**src/rtl/smpl_capture_if.sv**
```systemverilog
// smpl_capture_if: sample FIFO write port between the capture block and the FIFO.
// Signals: fifo_data (10b write data), fifo_wr (1-cycle write strobe), fifo_full (write-side full).
interface smpl_capture_if;
   logic [9:0] fifo_data;
   logic       fifo_wr;
   logic       fifo_full;

   modport master (
      output fifo_data,
      output fifo_wr,
      input  fifo_full
   );

   modport slave (
      input  fifo_data,
      input  fifo_wr,
      output fifo_full
   );
endinterface

```
**src/rtl/smpl_capture.sv**
```systemverilog
// smpl_capture: clkSmpl-side producer of the sample FIFO. Registers and decimates ADC codes,
// waits for a hysteresis edge trigger (or auto timeout) and writes N samples per acquisition.
// Ports: clkSmpl, n_reset (async low); adc_data[9:0]; arm in / captured out (4-phase handshake);
// trig_level[9:0], trig_edge, decim[7:0], auto_en (config); fifo (write port); overflow (sticky).
module smpl_capture #(
   parameter int unsigned N            = 320,
   parameter int unsigned HYST         = 8,
   parameter int unsigned AUTO_TIMEOUT = 1000000,
   parameter int unsigned SYNC         = 2
) (
   input  logic                clkSmpl,
   input  logic                n_reset,
   input  logic [9:0]          adc_data,
   input  logic                arm,
   output logic                captured,
   input  logic [9:0]          trig_level,
   input  logic                trig_edge,
   input  logic [7:0]          decim,
   input  logic                auto_en,
   output logic                overflow,
   smpl_capture_if.master      fifo
);

   localparam int unsigned CW = $clog2(N + 1);
   localparam int unsigned TW = $clog2(AUTO_TIMEOUT + 1);

   typedef enum logic [1:0] {
      ST_IDLE,
      ST_ARMED,
      ST_CAPT,
      ST_DONE
   } state_t;

   state_t          state;
   state_t          state_n;

   logic [SYNC-1:0] sync;
   logic            arm_s;
   logic [9:0]      s_in;
   logic [7:0]      dcnt;
   logic [TW-1:0]   tcnt;
   logic [CW-1:0]   cnt;
   logic            hyst;

   // configuration frozen for the duration of one acquisition
   logic [7:0]      dec_q;
   logic [9:0]      lvl_q;
   logic            edge_q;

   logic            strobe;
   logic [10:0]     lvl_x;
   logic [10:0]     hy_x;
   logic [10:0]     hi_x;
   logic [9:0]      lo;
   logic [9:0]      hi;
   logic            hyst_hit;
   logic            lvl_hit;
   logic            auto_hit;
   logic            fire;

   logic            arm_go;
   logic            slot;

   assign arm_s  = sync[SYNC-1];
   assign strobe = (dcnt == dec_q);

   // thresholds with saturation at the code range limits
   assign lvl_x = {1'b0, lvl_q};
   assign hy_x  = 11'(HYST);
   assign hi_x  = lvl_x + hy_x;
   assign lo    = (lvl_x >= hy_x) ? 10'(lvl_x - hy_x) : 10'd0;
   assign hi    = (hi_x > 11'd1023) ? 10'd1023 : hi_x[9:0];

   always_comb begin
      hyst_hit = 1'b0;
      lvl_hit  = 1'b0;
      unique case (1'b1)
         !edge_q: begin
            hyst_hit = (s_in <= lo);
            lvl_hit  = hyst && (s_in >= lvl_q);
         end
         edge_q: begin
            hyst_hit = (s_in >= hi);
            lvl_hit  = hyst && (s_in <= lvl_q);
         end
         default: begin
            hyst_hit = 1'b0;
            lvl_hit  = 1'b0;
         end
      endcase
   end

   assign auto_hit = auto_en && (tcnt == TW'(AUTO_TIMEOUT));
   // level and timeout on the same strobe collapse into one trigger
   assign fire     = strobe && (lvl_hit || auto_hit);

   // next state; slot marks a sample position (written or dropped on full)
   always_comb begin
      state_n = state;
      arm_go  = 1'b0;
      slot    = 1'b0;
      unique case (state)
         ST_IDLE: begin
            if (arm_s && !captured) begin
               state_n = ST_ARMED;
               arm_go  = 1'b1;
            end
         end
         ST_ARMED: begin
            if (!arm_s) begin
               state_n = ST_IDLE;
            end else if (fire) begin
               slot    = 1'b1;
               state_n = (cnt == CW'(N - 1)) ? ST_DONE : ST_CAPT;
            end
         end
         ST_CAPT: begin
            if (!arm_s) begin
               state_n = ST_IDLE;
            end else if (strobe) begin
               slot = 1'b1;
               if (cnt == CW'(N - 1)) begin
                  state_n = ST_DONE;
               end
            end
         end
         ST_DONE: begin
            if (!arm_s) begin
               state_n = ST_IDLE;
            end
         end
         default: begin
            state_n = ST_IDLE;
         end
      endcase
   end

   always_ff @(posedge clkSmpl or negedge n_reset) begin
      if (!n_reset) begin
         state <= ST_IDLE;
      end else begin
         state <= state_n;
      end
   end

   always_ff @(posedge clkSmpl or negedge n_reset) begin
      if (!n_reset) begin
         sync <= '0;
         s_in <= '0;
      end else begin
         sync <= {sync[SYNC-2:0], arm};
         s_in <= adc_data;
      end
   end

   always_ff @(posedge clkSmpl or negedge n_reset) begin
      if (!n_reset) begin
         dec_q  <= '0;
         lvl_q  <= '0;
         edge_q <= 1'b0;
      end else if (arm_go) begin
         dec_q  <= decim;
         lvl_q  <= trig_level;
         edge_q <= trig_edge;
      end
   end

   always_ff @(posedge clkSmpl or negedge n_reset) begin
      if (!n_reset) begin
         dcnt <= '0;
      end else if (arm_go || strobe) begin
         dcnt <= '0;
      end else begin
         dcnt <= dcnt + 8'd1;
      end
   end

   always_ff @(posedge clkSmpl or negedge n_reset) begin
      if (!n_reset) begin
         tcnt <= '0;
      end else if (arm_go) begin
         tcnt <= '0;
      end else if (state == ST_ARMED && tcnt != TW'(AUTO_TIMEOUT)) begin
         tcnt <= tcnt + TW'(1);
      end
   end

   // hyst starts clear so a level already past threshold cannot fire
   always_ff @(posedge clkSmpl or negedge n_reset) begin
      if (!n_reset) begin
         hyst <= 1'b0;
      end else if (arm_go) begin
         hyst <= 1'b0;
      end else if (state == ST_ARMED && strobe && hyst_hit) begin
         hyst <= 1'b1;
      end
   end

   always_ff @(posedge clkSmpl or negedge n_reset) begin
      if (!n_reset) begin
         cnt <= '0;
      end else if (arm_go) begin
         cnt <= '0;
      end else if (slot) begin
         cnt <= cnt + CW'(1);
      end
   end

   // a sample dropped on full still occupies its slot in the record
   always_ff @(posedge clkSmpl or negedge n_reset) begin
      if (!n_reset) begin
         fifo.fifo_wr   <= 1'b0;
         fifo.fifo_data <= '0;
         overflow       <= 1'b0;
      end else begin
         fifo.fifo_wr <= slot && !fifo.fifo_full;
         if (slot && !fifo.fifo_full) begin
            fifo.fifo_data <= s_in;
         end
         if (arm_go) begin
            overflow <= 1'b0;
         end else if (slot && fifo.fifo_full) begin
            overflow <= 1'b1;
         end
      end
   end

   always_ff @(posedge clkSmpl or negedge n_reset) begin
      if (!n_reset) begin
         captured <= 1'b0;
      end else begin
         captured <= (state_n == ST_DONE);
      end
   end

endmodule

```
**src/flat_wrapper.sv**
```systemverilog
// flat-port wrapper written by rule: the top's interface ports become plain ports
module smpl_capture_flat 
#(
   parameter int unsigned N            = 320,
   parameter int unsigned HYST         = 8,
   parameter int unsigned AUTO_TIMEOUT = 1000000,
   parameter int unsigned SYNC         = 2
)
  (clkSmpl, n_reset, adc_data, arm, captured, trig_level, trig_edge, decim, auto_en, overflow, fifo_fifo_data, fifo_fifo_wr, fifo_fifo_full);
  smpl_capture_if fifo_i ();
  input  logic clkSmpl;
  input  logic n_reset;
  input  logic [9:0] adc_data;
  input  logic arm;
  output logic captured;
  input  logic [9:0] trig_level;
  input  logic trig_edge;
  input  logic [7:0] decim;
  input  logic auto_en;
  output logic overflow;
  output wire logic [$bits(fifo_i.fifo_data)-1:0] fifo_fifo_data;
  output wire logic [$bits(fifo_i.fifo_wr)-1:0] fifo_fifo_wr;
  input wire logic [$bits(fifo_i.fifo_full)-1:0] fifo_fifo_full;
  assign fifo_fifo_data = fifo_i.fifo_data;
  assign fifo_fifo_wr = fifo_i.fifo_wr;
  assign fifo_i.fifo_full = fifo_fifo_full;
  smpl_capture #(.N(N), .HYST(HYST), .AUTO_TIMEOUT(AUTO_TIMEOUT), .SYNC(SYNC)) u_core (.clkSmpl(clkSmpl), .n_reset(n_reset), .adc_data(adc_data), .arm(arm), .captured(captured), .trig_level(trig_level), .trig_edge(trig_edge), .decim(decim), .auto_en(auto_en), .overflow(overflow), .fifo(fifo_i));
endmodule
```
**config.mk**
```make
export PLATFORM = sky130hd
export DESIGN_NAME = smpl_capture_flat
export DESIGN_NICKNAME = d
export VERILOG_FILES = /design/src/rtl/smpl_capture_if.sv /design/src/rtl/smpl_capture.sv /design/src/flat_wrapper.sv
export SDC_FILE = /design/constraint.sdc
export NUM_CORES = 1
export LEC_CHECK = 0
export CAP_MARGIN = 30
export CORE_MARGIN = 1.5
export CORE_UTILIZATION = 40
export DETAILED_ROUTE_END_ITERATION = 10
export SYNTH_ARGS = -nofsm -noshare
export SYNTH_HDL_FRONTEND = slang
export SYNTH_SLANG_ARGS = --single-unit
```
**constraint.sdc**
```tcl
create_clock -name clkSmpl -period 4.4 [get_ports clkSmpl]
set_input_delay 0.66 -clock clkSmpl [delete_from_list [all_inputs] [get_ports clkSmpl]]
set_output_delay 0.66 -clock clkSmpl [all_outputs]
set_load 0.02 [all_outputs]
```
[Yosys cells after proc, flatten, opt, wreduce, memory -nomap -nowiden]
Cells that the tools add are included.
Storage, ports and cells
  bits in registers: 84
  latch bits: 0
  memory bits (writable): 0
  ROM bits: 0
  input bits: 34
  memories kept: 0
Operators by class
  $add $sub $neg: 5
  multiply operators: 0
  div/mod/pow operators: 0
  magnitude comparators: 6
  eq/ne operators: 8
  shift operators: 0
  multiplexer cells: 29
  bitwise operators: 0
  reductions and logical operators: 20
Operator list (number)
  20-bit 2-to-1 mux: 2
  20-bit by 1-bit adder with 20-bit output (second input constant): 1
  20-bit equality test (second input constant): 1
  10-bit greater-or-equal comparator: 2
  10-bit <= comparator: 2
  10-bit 2-to-1 mux: 2
  20-bit != test (second input constant): 1
  9-bit 2-to-1 mux: 2
  2-bit 2-to-1 mux: 7
  10-bit by 4-bit adder with 11-bit output (second input constant): 1
  11-bit by 10-bit greater-than comparator with 1-bit output (second input constant): 1
  1-bit 2-to-1 mux: 11
  10-bit by 4-bit greater-or-equal comparator with 1-bit output (second input constant): 1
  1-bit logical AND: 10
  10-bit by 4-bit subtractor with 10-bit output (second input constant): 1
  9-bit by 1-bit adder with 9-bit output (second input constant): 1
  9-bit equality test (second input constant): 1
  8-bit by 1-bit adder with 8-bit output (second input constant): 1
  8-bit equality test: 1
  8-bit 2-to-1 mux: 1
  2-bit one-hot mux with 4 select lines: 1
  2-bit nonzero test: 4
  2-bit equality test (second input constant): 3
  1-bit one-hot mux with 2 select lines: 3
  other kinds (4): 7

[Longest topological paths before layout]
Gate-level depths: netlist (run 1).
  depth after elaboration: 11
  gate-level depth with buffers: 16

[Worst setup path after synthesis (run 1)]
OpenSTA, ideal clock, no wires.
  path kind: reg2reg
  start point: register u_core.lvl_q[5]
  end point: register u_core.fifo.fifo_data[1]
  library setup time: 0.125 ns
  arrival: 3.008 ns
  data required time: 4.275 ns
  slack: 1.268 ns
  cell stages (with the launch flop): 12
  path buffers: 3
  cell sequence: dfrtp_1 > clkbuf_1 > inv_1 > ha_1 > and4_1 > or4b_1 > o2111a_1 > or4_1 > buf_2 > nor2_1 > buf_4 > mux2_2
On the way
  longest elaborated chain between the ends: 9
  elaborated cells on any way between the ends: 11
RTL lines
  from (decl): RTL line smpl_capture.sv:47  | logic [9:0] lvl_q;
  from (signal assigned): RTL line smpl_capture.sv:163  | lvl_q <= trig_level;
  10-bit <= comparator or 10-bit greater-or-equal comparator (tied branches): RTL line smpl_capture.sv:84, smpl_capture.sv:80
  1-bit logical AND, on equally long branches: RTL line smpl_capture.sv:84, smpl_capture.sv:80
  1-bit one-hot mux with 2 select lines (*): RTL line smpl_capture.sv:77  | unique case (1'b1)
  1-bit logical OR (*): RTL line smpl_capture.sv:95  | assign fire = strobe && (lvl_hit || auto_hit);
  1-bit logical AND (*): RTL line smpl_capture.sv:95
  1-bit 2-to-1 mux (*): RTL line smpl_capture.sv:112  | end else if (fire) begin
  1-bit 2-to-1 mux (*): RTL line smpl_capture.sv:110  | if (!arm_s) begin
  1-bit one-hot mux with 2 select lines (*): RTL line smpl_capture.sv:102  | unique case (state)
  1-bit logical AND (*): RTL line smpl_capture.sv:217  | if (slot && !fifo.fifo_full) begin
  to (signal assigned): RTL line smpl_capture.sv:218  | fifo.fifo_data <= s_in;
  to (decl): RTL line smpl_capture_if.sv:9  | output fifo_data,
Every way passes the cells marked *; elsewhere a longest branch is shown, timed or not.
A chain may end at the register's enable or synchronous reset.

[Final worst setup path (run 1)]
  start point: register u_core.lvl_q[5]
  end point: register u_core.fifo.fifo_data[5]
The elaborated chain is that of the path after synthesis.

==> metrics.log, run 1 <==
[metrics] layout overhead on the synthesized area: 20.32%
[metrics] port bufs: 46
[metrics] share of async-settable or async-resettable flops after synthesis: 100.0%
[metrics] cell depth of the worst flop-to-flop path: 10
[metrics] setup slack, reg-to-reg: 0.88 ns
[metrics] Final GP Congestion: 0.8712
[metrics] maximum root-to-sink buffer count: 2
[metrics] number of diodes: 0
[metrics] Critical Path AT: 3.75 ns
[metrics] part of the Yosys area used for sequential elements: 44.00%
[metrics] final wirelength: 10,810 um
[metrics] area of the mapped netlist: 0.004777 mm^2
[metrics] complex-gate fraction of the synthesized area: 10.19%
[metrics] final cell area excluding filler cells: 0.005748 mm^2
[metrics] Met2 Routed Length: 5555 um
[metrics] wire length of the first global-routing pass: 18,180 um
[metrics] synthesized netlist cell count: 506
[metrics] clock insertion delay at the later pin of the skew report: 0.35 ns
[metrics] sinks on the clock net: 84
[metrics] slew at the pin closest to its max-slew limit: 1.009 ns
[metrics] worst reg2reg path endpoint: u_core.fifo.fifo_data[5]$_DFFE_PN0P_
[metrics] total power of the final layout: 3.013 mW
[metrics] Synth Area in Adders: 11.00%
[metrics] most common cell after layout, fill and taps aside: sky130_fd_sc_hd__dfrtp_1
[metrics] crit share post-route: 80.03%
[metrics] setup repair after global routing missed its margin: false
[metrics] number of ports placed on the die boundary: 47
[metrics] xor/xnor share of the synthesized area: 6.600%
[metrics] number of setup buffers added after CTS: 0
[metrics] hpwl dp: 8069 um
[metrics] Avg WL per Cell: 15.44 um
[metrics] Worst Setup Start Kind: flip-flop
[metrics] die extent in y: 112.3 um
[metrics] met3 routed WL: 316 um
[metrics] global-route usage over all layers: 18.32%
[metrics] final worst path period need: 3.521 ns
[metrics] most instantiated flip-flop cell in the synthesis netlist: sky130_fd_sc_hd__dfrtp_1
[metrics] average size of a mapped cell: 9.441 um^2
[metrics] f_max: 284.0 MHz
[metrics] Placement Setup Slack: 0.9185 ns
[metrics] WS Path Type: reg2reg
[metrics] number of enable-type register cells in the synthesized netlist: 0
[metrics] Hold Buf Count CTS: 0
[metrics] Final Hold Violating Endpoints: 0
[metrics] WP data required: 4.63 ns
[metrics] drc violations: 0
[metrics] pin count of the biggest net entering global routing: 45
[metrics] Die Area: 0.01261 mm^2
[metrics] overflow left after global routing: 0
[metrics] simple-gate share of the synthesized area: 22.11%
[metrics] Root Buffer Master: sky130_fd_sc_hd__clkbuf_16
[metrics] MaxCap Viol Count: 0
[metrics] Worst Path Max Fanout: 18
[metrics] cell area after placement: 0.005408 mm^2
[metrics] number of cell rows: 39
[metrics] number of distinct library cells after synthesis: 50
[metrics] worst max-slew margin expressed relative to the limit: 32.46%
[metrics] power density over the cells: 524.1 mW/mm^2
[metrics] clock tree from TritonCTS: done
[metrics] initial standard-cell utilization of the core: 41.48%
[metrics] Final WS setup: 0.8788 ns
[metrics] Max Used Layer: met4
[metrics] mux contribution to synthesized area: 3.012%
[metrics] number of warnings reported in the yosys synthesis log: 0
[metrics] Max Transition Viols Final: 0
[metrics] CP endpoint kind: flip-flop
[metrics] dominant combinational cell family by area after synthesis: simple AND/OR/NAND/NOR gates
[metrics] initial detailed-routing violation count: 162
[metrics] setup_tns: 0 ns
[metrics] clock edge transition at the registers on the reported setup and hold paths: 0.06 ns
[metrics] count of state elements after synthesis: 84
[metrics] Hold Crit Class: in2async
[metrics] number of gates resized after cts: 0
[metrics] Leak Pwr: 2.649 nW
[metrics] number of nets in the layout: 628
[metrics] cts bufs inserted: 9
[metrics] via count of the routed design: 3,713
[metrics] post-synth net total: 582
[metrics] total setup violations reported at the end of the flow: 0
[metrics] status: complete, no violations
[metrics] startpoint of the most critical register-to-register path: u_core.lvl_q[5]$_DFFE_PN0P_
[metrics] largest vdd supply drop: 0.0002637 V
[metrics] top library cells by usage in the layout, fill and taps aside: sky130_fd_sc_hd__dfrtp_1 (84), sky130_fd_sc_hd__nand2_1 (75), sky130_fd_sc_hd__clkdlybuf4s50_1 (45)
[metrics] number of routed nets with antenna violations: 0
[metrics] first-pass iteration count of the detailed router: 6
[metrics] fill cell count: 1,081
[metrics] horizontal extent of the die: 112.3 um
[metrics] Clock Skew: 0.005982 ns
[metrics] initial antenna violation count: 0
[metrics] via count of the first global-routing pass: 3,781
[metrics] Floorplan Core Area: 0.01152 mm^2
[metrics] total routed wire length on the met1 layer: 4750 um
[metrics] share of cells above drive strength 1: 6.822%
[metrics] post-detailed-route via-to-cell ratio: 5.304
[metrics] CTS HTree Levels: 3
[metrics] worst hold margin: 0.2873 ns
[registers in the layout (all words and copies together) (netlist names)]
| register | flops |
|---|---|
| u_core.tcnt | 20 |
| u_core.fifo.fifo_data | 10 |
| u_core.lvl_q | 10 |
| u_core.s_in | 10 |
| u_core.cnt | 9 |
| u_core.dcnt | 8 |
| u_core.dec_q | 8 |
| u_core.state | 2 |
| u_core.sync | 2 |
| u_core.captured | 1 |
| u_core.edge_q | 1 |
| u_core.fifo.fifo_wr | 1 |
| u_core.hyst | 1 |
| u_core.overflow | 1 |
[area by class of cell]
type | instances | area [um^2] | area share (%)
clock buffer | 10 | 229.0 | 3.983
clock inverter | 6 | 111.4 | 1.937
inverter | 23 | 86.33 | 1.502
multi-input combinational | 384 | 2532 | 44.06
sequential | 84 | 2102 | 36.57
tap | 143 | 178.9 | 3.113
timing repair buffer | 50 | 508.0 | 8.838
[critical path: stages (launching register included)]
cell	delay, ns
sky130_fd_sc_hd__dfrtp_1	0.50
sky130_fd_sc_hd__inv_1	0.15
sky130_fd_sc_hd__ha_1	0.31
sky130_fd_sc_hd__and4_1	0.21
sky130_fd_sc_hd__o21ai_0	0.09
sky130_fd_sc_hd__a311oi_1	0.51
sky130_fd_sc_hd__nor4_1	0.10
sky130_fd_sc_hd__or4_1	0.79
sky130_fd_sc_hd__nor2_1	0.18
sky130_fd_sc_hd__buf_4	0.21
sky130_fd_sc_hd__mux2_2	0.35
[routing by layer]
layer | up-vias | GRT usage, %
met2 | 40 | 32.35
met1 | 1807 | 21.47
met3 | 13 | 5.724
li1 | 1853 | -
met4 | 0 | 5.316
met5 | - | 0
[where the power goes]
part / internal (mW) / total, mW / switching (mW) / leakage [nW]
sequential: 0.901 / 1.07 / 0.168 / 1.10
clock: 0.556 / 0.869 / 0.313 / 0.163
combinational: 0.461 / 1.08 / 0.615 / 1.38
total: 1.92 / 3.01 / 1.10 / 2.65
[synthesized netlist by cell type, types with 2 or more instances]
library cell	instances	area share (%)
sky130_fd_sc_hd__dfrtp_1	84	44
sky130_fd_sc_hd__or4_1	4	0.63
sky130_fd_sc_hd__ha_1	42	11
sky130_fd_sc_hd__inv_1	23	1.8
sky130_fd_sc_hd__mux2_2	11	2.6
sky130_fd_sc_hd__or2_2	2	0.26
sky130_fd_sc_hd__and3_1	11	1.4
sky130_fd_sc_hd__a21oi_1	24	2.5
sky130_fd_sc_hd__nand4_1	9	1.2
sky130_fd_sc_hd__mux2i_1	2	0.42
sky130_fd_sc_hd__nor2_1	44	3.5
sky130_fd_sc_hd__clkbuf_1	13	1.0
sky130_fd_sc_hd__o2111a_1	2	0.47
sky130_fd_sc_hd__o21a_1	3	0.47
sky130_fd_sc_hd__nand2_1	75	5.9
sky130_fd_sc_hd__o2111ai_1	4	0.73
sky130_fd_sc_hd__o21ai_0	29	3.0
sky130_fd_sc_hd__nor3_1	4	0.42
sky130_fd_sc_hd__a21o_1	4	0.63
sky130_fd_sc_hd__or3_1	12	1.6
sky130_fd_sc_hd__xor2_1	27	5.0
sky130_fd_sc_hd__xnor2_1	9	1.7
sky130_fd_sc_hd__nand3_1	16	1.7
sky130_fd_sc_hd__nand2b_1	2	0.26
sky130_fd_sc_hd__and4_1	2	0.37
sky130_fd_sc_hd__a31oi_1	5	0.65
sky130_fd_sc_hd__nor4_1	7	0.92
sky130_fd_sc_hd__nor2b_1	7	0.92
sky130_fd_sc_hd__o31ai_1	3	0.47
sky130_fd_sc_hd__and2_1	6	0.79
[how the worst max path moves through the flow]
stage	slack, ns	start	endpoint	cells past startpoint
2_1_floorplan	1.27	u_core.lvl_q[5]$_DFFE_PN0P_	u_core.fifo.fifo_data[1]$_DFFE_PN0P_	11
3_3_place_gp	0.99	u_core.lvl_q[5]$_DFFE_PN0P_	u_core.fifo.fifo_data[0]$_DFFE_PN0P_	10
3_5_place_dp	0.92	u_core.lvl_q[5]$_DFFE_PN0P_	u_core.fifo.fifo_data[5]$_DFFE_PN0P_	10
4_1_cts	0.89	u_core.lvl_q[5]$_DFFE_PN0P_	u_core.fifo.fifo_data[5]$_DFFE_PN0P_	10
5_1_grt	0.61	u_core.lvl_q[5]$_DFFE_PN0P_	u_core.fifo.fifo_data[5]$_DFFE_PN0P_	10
6_report	0.88	u_core.lvl_q[5]$_DFFE_PN0P_	u_core.fifo.fifo_data[5]$_DFFE_PN0P_	10
[stage by stage]
stage	utilization (%)	instances
3_5_place_dp	46.96	684
4_1_cts	49.91	700
2_1_floorplan	-	506
5_1_grt	49.91	700
3_3_place_gp	46.72	683
6_report	49.91	700
[cell families after synthesis]
kind of cell | count (synthesis)
AOI/OAI and AO/OA | 81
xor gates and xnor gates | 36
adders and majority gates | 42
DFF | 84
buffers and inverters | 38
and+or+nand+nor | 212
muxes | 13
No activity file was read; power rests on OpenSTA's default activity.
==> run 2, diff against run 1 <==
==> constraint.sdc (replaced) <==
create_clock -name clkSmpl -period 3.3 [get_ports clkSmpl]
set_input_delay 0.495 -clock clkSmpl [delete_from_list [all_inputs] [get_ports clkSmpl]]
set_output_delay 0.495 -clock clkSmpl [all_outputs]
set_load 0.02 [all_outputs]
==> run 2 against run 1 <==
Compared with the run above:
- the flow now finishes with violations (design-rule violations)
- via count grew 2.1%
- final area grew 2.2%
- final cell count grew 2.3%
==> metrics.log, run 2 (synthesized netlist as in run 1, its figures left out) <==
[metrics] Stages on worst setup path: 15 (+5)
[metrics] horizontal extent of the die: 112.3 um (unchanged)
[metrics] number of routed nets with antenna violations: 0 (unchanged)
[metrics] final cell area excluding filler cells: 0.005873 mm^2 (+2.2%)
[metrics] hpwl dp: 8045 um (-0.30%)
[metrics] largest vdd supply drop: 0.0003218 V (+22%)
[metrics] final worst path period need: 3.134 ns (-0.3873 ns)
[metrics] top library cells by usage in the layout, fill and taps aside: sky130_fd_sc_hd__dfrtp_1 (83), sky130_fd_sc_hd__nand2_1 (75), sky130_fd_sc_hd__clkdlybuf4s50_1 (45)
[metrics] placed cell count: 699 (+2.2%)
[metrics] fill cell count: 1,053 (-2.6%)
[metrics] setup slack, reg-to-reg: 0.17 ns (-0.71 ns)
[metrics] met3 track utilization from global routing: 5.022% (-0.70 points)
[metrics] post-detailed-route via-to-cell ratio: 5.293 (-0.21%)
[metrics] port bufs: 46 (unchanged)
[metrics] beginning of the critical path: u_core.lvl_q[3]$_DFFE_PN0P_
[metrics] total power of the final layout: 3.952 mW (+31%)
[metrics] MaxCap Viol Count: 0 (unchanged)
[metrics] initial antenna violation count: 0 (unchanged)
[metrics] most used routing layer in global routing: met2
[metrics] number of nets in the layout: 645 (+2.7%)
[metrics] category of cells accounting for the largest share of critical-path delay: simple AND/OR/NAND/NOR gates
[metrics] cell depth of the worst flop-to-flop path: 15 (+5)
[metrics] Clock Skew: 0.004952 ns (-0.001030 ns)
[metrics] layout overhead on the synthesized area: 22.94%
[metrics] Avg WL per Cell: 14.99 um (-3.0%)
[metrics] number of diodes: 0 (unchanged)
[metrics] slew at the pin closest to its max-slew limit: 0.5888 ns (-0.4200 ns)
[metrics] clock tree from TritonCTS: done
[metrics] via count of the first global-routing pass: 3,886 (+2.8%)
[metrics] f_max: 319.1 MHz (+12%)
[metrics] global-route usage over all layers: 18.57% (+0.25 points)
[metrics] final wirelength: 10,730 um (-0.75%)
[metrics] initial detailed-routing violation count: 232 (+43%)
[metrics] capturing element of the worst setup path: u_core.hyst$_DFFE_PN0P_
[metrics] first-pass iteration count of the detailed router: 8 (+2)
[metrics] drc violations: 3 (+3)
[metrics] cell breakdown of the critical path: ha_2 > nor2b_2 > a22oi_1 > nor4_2 > buf_4 > a31oi_4 > or2_2 > ha_1 > nand2b_1 > a21oi_2 > nor2b_1 > o21ai_0 > a211oi_1 > o2111ai_1 > a21oi_1
[metrics] fraction of met2 tracks used by global routing: 32.11% (-0.25 points)
[metrics] max reg flops: 20 (unchanged)
[metrics] Worst Path Max Fanout: 5 (-13)
[metrics] worst hold margin: 0.07565 ns (-0.2116 ns)
[metrics] sinks on the clock net: 84 (unchanged)
[metrics] initial standard-cell utilization of the core: 41.48% (unchanged)
[metrics] most common cell after layout, fill and taps aside: sky130_fd_sc_hd__dfrtp_1
[metrics] WP data required: 3.51 ns (-1.12 ns)
[metrics] share of cells above drive strength 1: 11.34% (+4.5 points)
[metrics] Critical Path AT: 3.34 ns (-0.41 ns)
[metrics] via count of the routed design: 3,790 (+2.1%)
[metrics] maximum root-to-sink buffer count: 2 (unchanged)
[metrics] number of cell rows: 39 (unchanged)
[metrics] cell area after placement: 0.005520 mm^2 (+2.1%)
[metrics] number of ports placed on the die boundary: 47 (unchanged)
[metrics] worst max-slew margin expressed relative to the limit: 60.63% (+28 points)
[metrics] wire length of the first global-routing pass: 18,620 um (+2.4%)
[metrics] Worst Setup Start Kind: flip-flop
[metrics] Max Transition Viols Final: 0 (unchanged)
[metrics] Floorplan Core Area: 0.01152 mm^2 (unchanged)
[metrics] CP endpoint kind: flip-flop
[metrics] crit share post-route: 94.97% (+15 points)
[metrics] final core area utilization: 51.00% (+1.1 points)
[metrics] number of standard cells in the layout, taps in and fillers out: 716 (+2.3%)
[metrics] total setup violations reported at the end of the flow: 0 (unchanged)
[metrics] global routing met1 resource utilization: 22.14% (+0.67 points)
[metrics] clock insertion delay at the later pin of the skew report: 0.34 ns (about the same)
[metrics] die extent in y: 112.3 um (unchanged)
[metrics] count of buffer and inverter cells on the critical path: 1 (-1)
[metrics] Die Area: 0.01261 mm^2 (unchanged)
[metrics] cts bufs inserted: 9 (unchanged)
[metrics] status: complete, but fails checks
[metrics] worst reg2reg path endpoint: u_core.hyst$_DFFE_PN0P_
[metrics] Leak Pwr: 2.727 nW (+3.0%)
[metrics] violations in the final reports: design-rule violations
[metrics] startpoint of the most critical register-to-register path: u_core.lvl_q[3]$_DFFE_PN0P_
[metrics] pin count of the biggest net entering global routing: 58 (+29%)
[metrics] Final Hold Violating Endpoints: 0 (unchanged)
[metrics] CP max-delay cell: sky130_fd_sc_hd__dfrtp_1
[metrics] power density over the cells: 672.9 mW/mm^2 (+28%)
[metrics] Final GP Congestion: 0.8250 (-5.3%)
[metrics] WS Path Type: reg2reg
[metrics] setup repair after global routing missed its margin: true
[metrics] biggest cell delay along the critical path: 0.41 ns (-0.38 ns)
[metrics] overflow left after global routing: 0 (unchanged)
[metrics] clock edge transition at the registers on the reported setup and hold paths: 0.06 ns (about the same)
[metrics] Hold Crit Class: in2async
[metrics] Most flops, register: u_core.tcnt
[metrics] Root Buffer Master: sky130_fd_sc_hd__clkbuf_16
[metrics] CTS HTree Levels: 3 (unchanged)
run 2: cell type report:
class | instances | area (um^2) | share of cell area, %
Clock buffer | 12 | 266.5 | 4.538
Clock inverter | 3 | 18.77 | 0.3196
Inverter | 23 | 86.33 | 1.470
Multi-Input combinational cell | 384 | 2584 | 43.99
Sequential cell | 84 | 2103 | 35.81
Tap cell | 143 | 178.9 | 3.046
Timing Repair Buffer | 67 | 635.6 | 10.82
run 2: routing by layer:
layer	wire length [um]	up-vias
met5	0	-
met4	321	0
met3	302	25
met2	5483	57
met1	4623	1817
li1	-	1891
run 2: where the power goes:
part,total (mW),switching (mW),internal [mW]
sequential,1.40,0.197,1.20
combinational,1.59,0.878,0.707
clock,0.966,0.399,0.567
run 2: worst min path at each step:
stage                                  start                          end  slack (ns)  cells after the start
finish                               n_reset  u_core.lvl_q[8]$_DFFE_PN0P_        0.08                      1
global route                         n_reset  u_core.lvl_q[8]$_DFFE_PN0P_         0.1                      1
CTS                                  n_reset  u_core.lvl_q[8]$_DFFE_PN0P_        0.08                      1
detailed placement  u_core.sync[0]$_DFF_PN0_     u_core.sync[1]$_DFF_PN0_        0.34                      0
global placement    u_core.sync[0]$_DFF_PN0_     u_core.sync[1]$_DFF_PN0_        0.34                      0
floorplan                            n_reset    u_core.captured$_DFF_PN0_        0.20                      0
run 2: worst reg2reg max path: stages, from the launching register on:
cell                        delay [ns]
sky130_fd_sc_hd__dfrtp_1          0.41
sky130_fd_sc_hd__ha_2             0.23
sky130_fd_sc_hd__nor2b_2          0.18
sky130_fd_sc_hd__a22oi_1          0.12
sky130_fd_sc_hd__nor4_2           0.36
sky130_fd_sc_hd__buf_4            0.18
sky130_fd_sc_hd__a31oi_4          0.12
sky130_fd_sc_hd__or2_2            0.30
sky130_fd_sc_hd__ha_1             0.27
sky130_fd_sc_hd__nand2b_1         0.15
sky130_fd_sc_hd__a21oi_2          0.13
sky130_fd_sc_hd__nor2b_1          0.05
sky130_fd_sc_hd__o21ai_0          0.14
sky130_fd_sc_hd__a211oi_1         0.10
sky130_fd_sc_hd__o2111ai_1        0.19
sky130_fd_sc_hd__a21oi_1          0.09
run 2: repair_timing:
action	in CTS	in global routing
setup endpoints to repair	1	3
pin swaps	0	1
resized for setup	2	10
setup buffers	0	2
hold buffers	0	0
run 2: per-stage QoR:
stage          setup WS [ns]  setup TNS [ns]
6_report              0.1660               0
5_1_grt             -0.06106        -0.06193
4_1_cts              0.06408               0
3_5_place_dp        -0.04511        -0.04511
3_3_place_gp         0.09046               0
2_1_floorplan         0.1676               0
